==> src/rtl/prog_rom_pkg.sv <==
// prog_rom_pkg: shared types and default geometry for the program ROM.
//   state_e   - load FSM states (IDLE, LOAD)
//   DW_DEF    - default data word width
//   AW_DEF    - default address width
//   DEPTH_DEF - default number of stored words
package prog_rom_pkg;

  localparam int DW_DEF    = 8;
  localparam int AW_DEF    = 8;
  localparam int DEPTH_DEF = 32;

  typedef enum logic {
    IDLE = 1'b0,
    LOAD = 1'b1
  } state_e;

endpackage

==> src/rtl/prog_rom_ram.sv <==
// prog_rom_ram: DEPTH x DW storage with one synchronous write port and one
// synchronous read port. Read data is registered inside and holds its value
// whenever re_i is low.
//   clk     - clock
//   we_i    - write enable
//   waddr_i - write address (must be < DEPTH when we_i is high)
//   wdata_i - write data
//   re_i    - read enable
//   raddr_i - read address (must be < DEPTH when re_i is high)
//   rdata_o - registered read data
module prog_rom_ram
  import prog_rom_pkg::*;
#(
  parameter int DW    = DW_DEF,
  parameter int AW    = AW_DEF,
  parameter int DEPTH = DEPTH_DEF
) (
  input  logic          clk,
  input  logic          we_i,
  input  logic [AW-1:0] waddr_i,
  input  logic [DW-1:0] wdata_i,
  input  logic          re_i,
  input  logic [AW-1:0] raddr_i,
  output logic [DW-1:0] rdata_o
);

  // Index width actually needed to address DEPTH words.
  localparam int IW = (DEPTH > 1) ? $clog2(DEPTH) : 1;

  logic [DW-1:0] mem_q [DEPTH];
  logic [DW-1:0] rdata_q;

  // Upper address bits are never needed because callers keep addresses
  // below DEPTH; fold them into a sink so they are visibly consumed.
  logic unused_addr_bits;
  assign unused_addr_bits = ^{waddr_i, raddr_i};

  // NOTE: the array has no reset on purpose -- contents must survive rst,
  // and a reset on a memory array prevents mapping it onto RAM macros.
  always_ff @(posedge clk) begin
    if (we_i) mem_q[waddr_i[IW-1:0]] <= wdata_i;
    if (re_i) rdata_q <= mem_q[raddr_i[IW-1:0]];
  end

  assign rdata_o = rdata_q;

endmodule

==> src/rtl/prog_rom.sv <==
// prog_rom: loadable program ROM. A load streams ld_len words (clipped to
// DEPTH) into consecutive addresses from 0; outside a load, reads return
// the stored word one cycle after rd with dvalid, or zero with aerr when
// the address is out of range.
//   clk, rst             - clock, synchronous active-high reset
//   adrs, rd             - read address and read request
//   dout, dvalid, aerr   - read data, response valid, address error
//   ld_start, ld_len     - start a load of ld_len words
//   ld_data, ld_valid    - load word stream
//   busy, ld_done        - load in progress, load-complete pulse
module prog_rom
  import prog_rom_pkg::*;
#(
  parameter int DW    = DW_DEF,
  parameter int AW    = AW_DEF,
  parameter int DEPTH = DEPTH_DEF
) (
  input  logic          clk,
  input  logic          rst,
  input  logic [AW-1:0] adrs,
  input  logic          rd,
  output logic [DW-1:0] dout,
  output logic          dvalid,
  output logic          aerr,
  input  logic          ld_start,
  input  logic [AW:0]   ld_len,
  input  logic [DW-1:0] ld_data,
  input  logic          ld_valid,
  output logic          busy,
  output logic          ld_done
);

  localparam logic [AW:0] DEPTH_W = (AW+1)'(DEPTH);

  state_e        state_q, state_d;
  logic [AW:0]   cnt_q, cnt_d;
  logic [AW:0]   len_q, len_d;
  logic [AW:0]   len_clip;
  logic          done_q, done_d;
  logic          dvalid_q, aerr_q;
  logic          zero_q;
  logic          we, rd_acc, in_range;
  logic [DW-1:0] ram_rdata;

  assign len_clip = (ld_len > DEPTH_W) ? DEPTH_W : ld_len;
  assign in_range = {1'b0, adrs} < DEPTH_W;
  // A pending ld_start wins over rd; rst blocks both reads and writes.
  assign rd_acc   = rd && (state_q == IDLE) && !ld_start && !rst;
  assign we       = ld_valid && (state_q == LOAD) && !rst;

  // State register.
  // NOTE: sequential state always uses non-blocking assignments so every
  // register samples the pre-edge value of its neighbours.
  always_ff @(posedge clk) begin
    if (rst) state_q <= IDLE;
    else     state_q <= state_d;
  end

  // Next-state and load-counter logic.
  // NOTE: every variable gets a default at the top so no path infers a latch.
  always_comb begin
    state_d = state_q;
    cnt_d   = cnt_q;
    len_d   = len_q;
    done_d  = 1'b0;
    unique case (state_q)
      IDLE: begin
        if (ld_start) begin
          len_d = len_clip;
          cnt_d = '0;
          // A zero-length load completes immediately without entering LOAD.
          if (len_clip == '0) done_d  = 1'b1;
          else                state_d = LOAD;
        end
      end
      LOAD: begin
        if (ld_valid) begin
          cnt_d = cnt_q + 1'b1;
          if (cnt_d == len_q) begin
            state_d = IDLE;
            done_d  = 1'b1;
          end
        end
      end
      default: state_d = IDLE;
    endcase
  end

  // Outputs decoded from the state register.
  always_comb begin
    busy = (state_q == LOAD);
  end

  // Counter, completion pulse and read-response registers.
  always_ff @(posedge clk) begin
    if (rst) begin
      cnt_q    <= '0;
      len_q    <= '0;
      done_q   <= 1'b0;
      dvalid_q <= 1'b0;
      aerr_q   <= 1'b0;
      zero_q   <= 1'b1;
    end else begin
      cnt_q    <= cnt_d;
      len_q    <= len_d;
      done_q   <= done_d;
      dvalid_q <= rd_acc;
      aerr_q   <= rd_acc && !in_range;
      // zero_q remembers whether the last response was forced to zero, so
      // dout keeps holding 0 after an out-of-range read or reset.
      if (rd_acc) zero_q <= !in_range;
    end
  end

  prog_rom_ram #(
    .DW    (DW),
    .AW    (AW),
    .DEPTH (DEPTH)
  ) u_ram (
    .clk     (clk),
    .we_i    (we),
    .waddr_i (cnt_q[AW-1:0]),
    .wdata_i (ld_data),
    .re_i    (rd_acc && in_range),
    .raddr_i (adrs),
    .rdata_o (ram_rdata)
  );

  // The RAM read register is the data register; only in-range reads update
  // it, so it holds across idle cycles and out-of-range reads.
  assign dout    = zero_q ? '0 : ram_rdata;
  assign dvalid  = dvalid_q;
  assign aerr    = aerr_q;
  assign ld_done = done_q;

endmodule

==> config.mk <==
export PLATFORM = sky130hd
export DESIGN_NAME = prog_rom
export DESIGN_NICKNAME = d
export VERILOG_FILES = /design/src/rtl/prog_rom_pkg.sv /design/src/rtl/prog_rom_ram.sv /design/src/rtl/prog_rom.sv
export SDC_FILE = /design/constraint.sdc
export NUM_CORES = 1
export LEC_CHECK = 0
export CORE_MARGIN = 3
export CORE_UTILIZATION = 29
export DETAILED_ROUTE_END_ITERATION = 8
export GPL_ROUTABILITY_DRIVEN = 0
export PLACE_DENSITY = 0.51
export SYNTH_ARGS = -nofsm -noshare
export SYNTH_HDL_FRONTEND = slang
export SYNTH_HIERARCHICAL = 1
export SYNTH_SLANG_ARGS = --single-unit
==> constraint.sdc <==
create_clock -name clk -period 2.9 [get_ports clk]
set_input_delay 0.58 -clock clk [delete_from_list [all_inputs] [get_ports clk]]
set_output_delay 0.58 -clock clk [all_outputs]
set_load 0.02 [all_outputs]
### Word-level counts from Yosys, hierarchy flattened

Memory sizes are Yosys's and may differ from the RTL's. A register that Yosys moved wholly into a read port is not among the register bits.
Cells that the tools add are included.

* register bits: 23
* memories: 1
* logic and storage cells: 45
* RAM bits: 256

Memory list
* u_ram.mem_q: words 32, width 8, read ports 1, clocked after memory_dff 1, wr ports 1, RTL line prog_rom_ram.sv:30 `logic [DW-1:0] mem_q [DEPTH];`

* $add $sub $neg: 1
* magnitude comparators: 2
* bitwise logic cells: 1
* reductions and logical operators: 13
* eq/ne operators: 3
* multiplexer cells: 17

Operators by type and width (count)
* 9-bit 2-to-1 mux: 3
* 9-bit one-hot mux with 2 select lines: 1
* 1-bit 2-to-1 mux: 10
* 9-bit by 1-bit adder with 9-bit output (second input constant): 1
* 9-bit equality test: 1
* 9-bit by 6-bit > comparator with 1-bit output (second input constant): 1
* 9-bit zero test: 1
* 8-bit by 6-bit < comparator with 1-bit output (second input constant): 1
* 8-bit 2-to-1 mux: 1
* 1-bit logical AND: 7
* 2-bit inequality test (second input constant): 2
* 1-bit one-hot mux with 2 select lines: 2
* 2-bit AND reduction: 2
* 1-bit zero test: 3
* 1-bit inverter: 1

### Longest topological paths before layout

* depth after elaboration: 6
* gate-level depth with buffers: 7
* depth with buffers taken out: 6

### By module

The synthesis kept the hierarchy.

Modules (own cells, without submodules)
* prog_rom_ram: cells an instance 417, instances 1, area an instance 10133.5 µm²
* prog_rom: cells an instance 166, instances 1, area an instance 1303.8 µm²

### Least setup slack after synthesis

Ideal clock, no wire load.

* path type: input -> register
* start point: in adrs[2]
* end point: reg u_ram.rdata_q[0], in the netlist u_ram/rdata_o[0] (read register of u_ram.mem_q) (data pin)
* data required time: 2.640 ns
* slack: 0.378 ns
* path buffers: 2
* arrival: 2.262 ns
* setup time: 0.260 ns
* stages: 5
* cells stage by stage: clkbuf_1 clkbuf_1 mux4_2 mux4_2 mux2_2

* longest elaborated chain between the ends: 2

RTL lines
* from (decl): RTL line prog_rom.sv:20 `input logic [AW-1:0] adrs,`
* 8-bit by 6-bit < comparator with 1-bit output: RTL line prog_rom.sv:46 `assign in_range = {1'b0, adrs} < DEPTH_W;`
* 1-bit logical AND: RTL line prog_rom.sv:124 `.re_i (rd_acc && in_range),`
* to (decl): RTL line prog_rom_ram.sv:31 `logic [DW-1:0] rdata_q;`

Several ways; a longest one is shown, not always the timed one.
A chain may end at the register's enable or synchronous reset.

### Worst setup path after layout

* start point: reg zero_q
* end point: out dout[6]

* longest elaborated chain between the ends: 1

RTL lines
* from (decl): RTL line prog_rom.sv:41 `logic zero_q;`
* from (signal assigned): RTL line prog_rom.sv:111 `if (rd_acc) zero_q <= !in_range;`
* 8-bit 2-to-1 mux: RTL line prog_rom.sv:131 `assign dout = zero_q ? '0 : ram_rdata;`
* to (decl): RTL line prog_rom.sv:22 `output logic [DW-1:0] dout,`

Every way passes these cells.

==> impl_metrics.csv <==
group,metric,value,unit
floorplanning,die_w,204.6,microns
worst_setup_path,worstSetupEndpointType,"output port",
sta,post-route-min-period,2.573,ns
power,cellInternalPower,7402,uW
placement,place_inst,1162,
global_route,grt_pass1_vias,6311,
sta,setup_viol,0,
routing,post-route-drc-count,0,
worst_setup_path,r2r-start,"cnt_q[0]",
clock_network,ctsResizeCount,0,
clock_network,cts-buffers-inserted,31,
finish,fillers,3554,
power,swShare,0.1944,
placement,place_area,0.01277,sq mm
clock_network,cts_hold_buf,0,
worst_setup_path,crit_end,"dout[6]",
routing,wirelength,26.55,mm
worst_setup_path,cp-startpoint,"zero_q",
floorplanning,die-area,0.04186,sq mm
job,max_cap_violations,0,
synthesis,synth_cells,583,
sta,tightestPinTransition,0.8217,ns
clock_network,cts-root-buf,"clkbuf_16",
clock_network,cts_tree,"done",
worst_setup_path,rr_worst_depth,6,
synthesis,synth_top_cell_area_share,0.6931,
power,total_power,9188,uW
placement,dpl_worst_slack,0.2313,ns
power,comb_power_share,0.048,
floorplanning,core,0.03883,sq mm
synthesis,synth_edf_count,264,
power,p_switching,1786,uW
synthesis,netlist_top_cells_count,"264 x edfxtp_1, 80 x mux4_2, 58 x nor2_1",
finish,fin_area,0.01387,sq mm
outcome,status,"finished, final reports clean",
routing,drt_iter0_drc,438,
synthesis,synth_most_common_cell,"edfxtp_1",
routing,num_vias,5922,
synthesis,ys_ff_latch,287,
synthesis,yosysTopAreaCell,"edfxtp_1",
routing,vias_per_cell,4.866,
worst_setup_path,cp.required,2.32,ns
finish,syn2layout_area_growth,21.24,%
power,peakVddDrop,0.4326,mV
sta,drv_slew,0,
worst_setup_path,reg2reg_slack,0.53,ns
routing,avgRoutedWirePerCell,21.82,microns
clock_network,clockBufferDepth,3,
floorplanning,ioPinCount,42,
synthesis,ys_warn_count,6,
sta,tns,0,ns
finish,drive_gt1_frac,0.2790,
power,p_seq_frac,0.494,
global_route,grt_usage,0.1284,
sta,fmax,388.6,MHz
worst_setup_path,cp_max_fo,9,
sta,max_slew_margin,0.4514,
finish,multi_input_area,0.002889,sq mm
floorplanning,start_util,0.2946,
power,total_leakage_power,0.004350,uW
hold_path,hold_class,"flip-flop to flip-flop",
global_route,overflow,0,
clock_network,clock_sinks,287,
synthesis,ys_seq_area_frac,0.7334,
power,pwr-share-clk,0.459,
synthesis,async_reset_ff_frac,0,
global_route,grt_antenna_before_repair,0,
synthesis,netlist_area,0.01144,sq mm
worst_setup_path,r2r_end,"busy",
routing,firstDrtPassIters,5,
routing,final_antenna_net_count,0,
sta,timing.final.ws_setup,0.3267,ns
finish,instances_no_fill,1217,
worst_setup_path,critPathKind,"flip-flop to output port",
synthesis,synthFlopType,"edfxtp_1",
worst_setup_path,worstPathArrival,1.99,ns
finish,layout.nets,708,
global_route,grt_pass1_wl,40.49,mm
finish,antennaDiodeCount,0,
clock_network,clk_latency,0.54,ns
finish,final-seq-area,0.008388,sq mm
sta,finalClockSkew,0.01294,ns
placement,port_buffers,41,
sta,fin_crit_sh,0.8873,
synthesis,ys_types,48,
placement,place_hpwl,17.05,mm
floorplanning,die_y,204.6,microns
global_route,grt_max_degree,45,
clock_network,htreeDepth,1,
clock_network,post-cts-setup-buffers,0,
synthesis,synth_area_per_cell,19.62,sq um
worst_setup_path,cp-start-kind,"flip-flop",
power,powerDensity,662.6,mW/mm^2
synthesis,syn-num-nets,614,
sta,rsz0062_at_grt,"false",
floorplanning,rows,72,
clock_network,clkTransAtPathRegs,0.06,ns
synthesis,synthTopCellsByArea,"edfxtp_1 69%, mux4_2 16%, dfxtp_1 4.0%",
sta,finalHoldViolations,0,
-- cells in the final DEF (no fill, tap or decap), types with 4 or more instances in the layout --
cell type,n
a21oi_1,12
a22oi_1,5
a31oi_1,4
and2_1,7
buf_12,5
buf_4,45
bufinv_16,8
clkbuf_1,6
clkbuf_16,31
clkdlybuf4s50_1,39
dfxtp_1,23
edfxtp_1,264
mux2_2,8
mux4_2,80
nand2_1,12
nand3_1,10
nand3b_1,6
nor2_1,58
nor2b_1,9
nor3_1,6
o21ai_0,8
xnor2_1,4
xor2_1,4
-- registers in the layout, indices dropped and copies added (netlist names) --
signal,flops
u_ram/mem_q,256
cnt_q,9
len_q,9
u_ram/rdata_o,8
aerr,1
busy,1
dvalid,1
ld_done,1
zero_q,1
-- critical path, stage by stage (launching register included) --
cell	delay [ns]
dfxtp_1	0.47
nor2b_1	0.31
clkdlybuf4s50_1	0.67
-- how the worst min path moves through the flow --
stage,start,to,cells past startpoint
floorplan,len_q[6],len_q[6],1
global placement,len_q[6],len_q[6],1
detailed placement,len_q[6],len_q[6],1
CTS,len_q[6],len_q[6],1
global route,len_q[6],len_q[6],1
finish,len_q[6],len_q[6],1
-- through the flow --
stage / util / hold slack (ns)
CTS: 0.3571 / 0.4880
floorplan: - / 0.4504
global route: 0.3571 / 0.5001
detailed placement: 0.3288 / 0.4699
global placement: 0.3288 / 0.4694
finish: 0.3571 / 0.4897
-- kinds of logic after synthesis --
family | count (synthesis) | share of synthesized area
fa+ha+maj | 1 | 0.001094
simple gates | 128 | 0.05645
mux | 88 | 0.1654
compound gates | 40 | 0.02352
buf+inv | 31 | 0.01400
xor+xnor | 8 | 0.006126
flops | 287 | 0.7334
-- metal layers --
metal | part of all wire | global-route usage
met1 | 0.45 | 0.1821
met2 | 0.48 | 0.2075
met3 | 0.060 | 0.02558
met4 | 0.016 | 0.02433
met5 | 0 | 0
-- power by group through the flow --
stage / Sequential (uW) / Combinational, uW / Clock, uW
global placement: 4620 / 440 / 0
floorplan: 4620 / 233 / 0
global route: 4540 / 473 / 4480
CTS: 4540 / 449 / 4310
finish: 4540 / 437 / 4210
detailed placement: 4620 / 446 / 0
-- layout make-up --
type                            instances  area share
Clock buffer                           37     0.05757
Clock inverter                         18     0.02184
Inverter                                2   0.0005414
Multi-Input combinational cell        265      0.2083
Sequential cell                       287      0.6049
Tap cell                              518     0.04674
Timing Repair Buffer                   90     0.06009
Note: power is estimated with default switching activity, not from simulation.
